==> src/rtl/magma_valid_delay_line.sv <==
// Stallable WIDTH x DEPTH delay line with valid tags, flush and live occupancy.
// Define MAGMA_DELAY_ASSERT_EN to compile in the inline SVA checks.
module magma_valid_delay_line #(
  parameter int WIDTH = 8,
  parameter int DEPTH = 4,
  parameter int OCC_W = $clog2(DEPTH+1)
) (
  input  logic             CLK,
  input  logic             RESET,
  input  logic             CE,
  input  logic             FLUSH,
  input  logic [WIDTH-1:0] I,
  input  logic             I_valid,
  output logic [WIDTH-1:0] O,
  output logic             O_valid,
  output logic [OCC_W-1:0] occupancy
);

  logic [WIDTH-1:0] data_q [DEPTH];
  logic [WIDTH-1:0] data_d [DEPTH];
  logic [DEPTH-1:0] valid_q, valid_d;
  logic [OCC_W-1:0] occ_q, occ_d;

  always_comb begin
    data_d  = data_q;
    valid_d = valid_q;
    occ_d   = occ_q;
    if (FLUSH) begin
      valid_d = '0;
      occ_d   = '0;
    end else if (CE) begin
      data_d[0]  = I;
      valid_d[0] = I_valid;
      for (int k = 1; k < DEPTH; k++) begin
        data_d[k]  = data_q[k-1];
        valid_d[k] = valid_q[k-1];
      end
      // enter and exit in the same cycle cancel out
      occ_d = occ_q + OCC_W'(I_valid)
                    - OCC_W'(valid_q[DEPTH-1]);
    end
  end

  always_ff @(posedge CLK) begin
    if (RESET) begin
      data_q  <= '{default: '0};
      valid_q <= '0;
      occ_q   <= '0;
    end else begin
      data_q  <= data_d;
      valid_q <= valid_d;
      occ_q   <= occ_d;
    end
  end

  assign O         = data_q[DEPTH-1];
  assign O_valid   = valid_q[DEPTH-1];
  assign occupancy = occ_q;

`ifdef MAGMA_DELAY_ASSERT_EN
  logic chk_dis;
  logic chk_in;
  logic chk_occ_ok;
  assign chk_dis    = RESET || FLUSH;
  assign chk_in     = CE && I_valid;
  assign chk_occ_ok = (occupancy == OCC_W'($countones(valid_q)))
                   && (occupancy <= OCC_W'(DEPTH));

  for (genvar k = 1; k < DEPTH; k++) begin : g_chk
    logic chk_adv;
    assign chk_adv = CE && valid_q[k-1];
    a_adv: assert property (@(posedge CLK) disable iff (chk_dis)
      chk_adv |=> valid_q[k] && data_q[k] == $past(data_q[k-1]));
  end

  a_in: assert property (@(posedge CLK) disable iff (chk_dis)
    chk_in |=> valid_q[0] && data_q[0] == $past(I));

  a_stall: assert property (@(posedge CLK) disable iff (chk_dis)
    !CE |=> $stable(O) && $stable(O_valid) && $stable(occupancy));

  a_occ: assert property (@(posedge CLK) disable iff (chk_dis)
    chk_occ_ok);
`endif

endmodule

==> config.mk <==
export PLATFORM = sky130hd
export DESIGN_NAME = magma_valid_delay_line
export DESIGN_NICKNAME = d
export VERILOG_FILES = /design/src/rtl/magma_valid_delay_line.sv
export SDC_FILE = /design/constraint.sdc
export NUM_CORES = 1
export LEC_CHECK = 0
export BUFFER_PORTS_ARGS = -buffer_cell sky130_fd_sc_hd__buf_2
export CORE_MARGIN = 4
export CORE_UTILIZATION = 30
export DETAILED_ROUTE_END_ITERATION = 10
export HOLD_SLACK_MARGIN = 0.08
export MAX_ROUTING_LAYER = met4
export PLACE_DENSITY = 0.5
export SLEW_MARGIN = 40
export SYNTH_ARGS = -nofsm -noshare
export SYNTH_HDL_FRONTEND = slang
export SYNTH_SLANG_ARGS = --single-unit
==> constraint.sdc <==
create_clock -name CLK -period 2.1 [get_ports CLK]
set_input_delay 0.21 -clock CLK [delete_from_list [all_inputs] [get_ports CLK]]
set_output_delay 0.21 -clock CLK [all_outputs]
set_load 0.05 [all_outputs]
==> results.md <==
- Status: finished clean
- Buffer depth of the longest clock path: 2
- Synthesized cell area: 1500 um2
- Post-CTS setup repair buffer count: 0
- Worst setup path startpoint: occupancy[0]
- Antenna violations before repair: 0
- GRT overflow: 0
- Syn Nets: 198
- Pin count of the biggest net entering global routing: 33
- Skew final: 0.00557 ns
- Crit Path Max Fanout: 3
- Initial Util: 31.4%
- Max IR drop VDD: 446 uV
- Pre-CTS setup slack: 0.266 ns
- Layout cells sized above 1: 19.0%
- CTS-repair resized insts: 0
- Worst path top cell family by delay: adder cells
- Data required time at the worst endpoint: 2.28 ns
- Vias in the first global route: 1,046
- Global-route wire length before repair: 4640 um
- Area leader, netlist: dfxtp_1
- Total power: 1.33 mW
- Max-Cap Viols: 0
- DRT iter0 DRCs: 44
- Total die area: 6210 um2
- CTS buffer count: 5
- Lkg Pwr: 0.648 nW
- Core area: 4790 um2
- TritonCTS Sinks: 39
- Relative slew slack: 57.9%
- Final HPWL DP: 1620 um
- Drt first pass iters: 4
- Worst r2r dst: occupancy[2]
- Num rows: 25
- CP max-delay cell: fa_1
- CP Cell Sequence: inv_1, ha_1, inv_1, ha_1, inv_1, fa_1, xor2_1, a211oi_2, a31o_1
- Width of the die: 78.8 um
- Synthesis-to-finish area growth: 12.1%
- Post-Syn Instances: 182
- DRC: 0
- Port Buffers: 24
- Syn avg cell area: 8.26 um2
- FF+latch count, synth: 39
- Fin Setup TNS: 0 ns
- Max Transition Viols Final: 0
- Synth cell types: 20
- Cell mode on critical path: inv_1
- CTS H-tree depth: 2
- Final GP Congestion: 0.634
- Flop2flop setup slack: 0.25 ns
- Delay of the slowest critical-path stage: 0.37 ns
- Hold Vio Cnt, Final: 0
- Pwr Density: 790 nW/um2
- Drt total wl: 2630 um
- Setup slack after layout: 0.249 ns
- RSZ-0062 raised after global routing: no
- Worst min path class: input port to register
- Post-synth top area share: 52.0%
- Worst Setup EP: occupancy[2]
- Synth area leaders: dfxtp_1, nand2_1, a21oi_1
- Nets@finish: 210
- Crit path kind: register to register
- Seq/Total Area, Yosys: 52.0%
- Max frequency: 0.540 GHz
- IO Pins: 25
- Number of synthesis warnings: 0
- Count of buffer and inverter cells on the critical path: 3
- Root buffer cell: clkbuf_8
- Hold_buf cts: 0
- Worst-skew pair later-pin latency: 0.29 ns
- Endpoints failing setup: 0
- TritonCTS clock tree: done
- Routed Antenna Nets: 0
- Cell depth of the worst setup path: 9
- Crit start category: register
- CP Capture Type: register
- Final min period: 1.85 ns
- Die Ht: 78.8 um
- Via count: 1,099
- Reg2reg path depth: 9
- Reg2reg start: occupancy[0]
- Final Cycle Share: 88.1%
- Clk pin slew, worst setup/hold paths: 0.07 ns
- Vias per cell: 4.19
- All-Layer GR Usage: 9.65%
- Drt wl/cell: 10.1 um
- N_diodes: 0
- Slew @ Worst Pin: 0.631 ns
- Arr. time, crit path: 2.03 ns
[layout by cell type (no fill, tap or decap)]
cell type	synthesis	final
a31o_1	1	1
ha_1	2	2
dfxtp_1	39	38
a21oi_1	32	32
a211oi_2	1	1
clkbuf_1	4	1
or2_1	1	1
dfxtp_2	0	1
xor2_1	1	1
nor2b_2	0	1
mux2i_1	5	5
nand2_1	64	64
buf_4	8	2
clkbuf_8	0	5
clkinv_2	0	1
fa_1	1	1
a211oi_1	1	1
inv_1	4	4
buf_2	7	24
nor2_1	7	7
clkinvlp_4	0	1
nand2b_2	1	1
[sequential cells by signal (all words and copies together) (netlist names)]
signal     flops
data_q        24
valid_q        4
occupancy      3
O              8
[how the worst min path moves through the flow]
stage	end	start	cells after the start	slack (ns)
2_1_floorplan	data_q[25]	I[1]	2	0.35
3_3_place_gp	O[2]	data_q[10]	2	0.44
3_5_place_dp	O[4]	O[4]	2	0.44
4_1_cts	data_q[29]	I[5]	3	0.14
5_1_grt	data_q[24]	I[0]	3	0.14
6_report	data_q[29]	I[5]	3	0.16
[layer usage]
| layer | vias to the layer above | global-route usage [%] | share of wire, % |
|---|---|---|---|
| met3 | 4 | 4.42 | 4.6 |
| li1 | 593 | - | - |
| met1 | 483 | 11.8 | 52 |
| met4 | 0 | 3.15 | 0.80 |
| met5 | - | - | 0 |
| met2 | 19 | 14.2 | 42 |
[cell families after synthesis]
kind of cell	share of synthesized area [%]
AOI/OAI and AO/OA	12.6
xor gates and xnor gates	0.583
adders and majority gates	3.00
buffers and inverters	9.41
DFF	52.0
muxes	3.33
and+or+nand+nor	19.2
[tightest hold or removal path, stage by stage]
cell and delay (ns):
buf_2 0.09, nand2_1 0.04, a21oi_1 0.05
[power by group]
part,switching (mW),internal [mW],leakage (nW)
combinational,0.0563,0.0269,0.291
clock,0.256,0.232,0.0412
sequential,0.00689,0.752,0.316
total,0.319,1.01,0.648
[Yosys cell counts]
master	count
nand2_1	64
dfxtp_1	39
a21oi_1	32
buf_4	8
buf_2	7
nor2_1	7
mux2i_1	5
clkbuf_1	4
inv_1	4
ha_1	2
a211oi_1	1
a211oi_2	1
a31o_1	1
buf_6	1
clkbuf_2	1
fa_1	1
nand2b_2	1
nor2b_1	1
or2_1	1
xor2_1	1
[stage by stage]
step	cells	util (%)	hold slack (ns)	instance area (um2)
detailed placement	254	33.4	0.445	1600
finish	262	35.2	0.157	1680
CTS	262	35.2	0.144	1680
floorplan	182	-	0.345	1500
global placement	254	33.4	0.440	1600
global route	262	35.2	0.142	1680
[cell type report]
| cell class | instances | area [um2] |
|---|---|---|
| multi-input cells | 118 | 583 |
| well taps | 67 | 83.8 |
| repair buffers | 26 | 135 |
| fillers | 524 | 3100 |
| inverters | 4 | 15.0 |
| clock buffers | 6 | 72.6 |
| flip-flops and latches | 39 | 782 |
| clock inverters | 2 | 12.5 |
(Power assumes the default switching activity.)
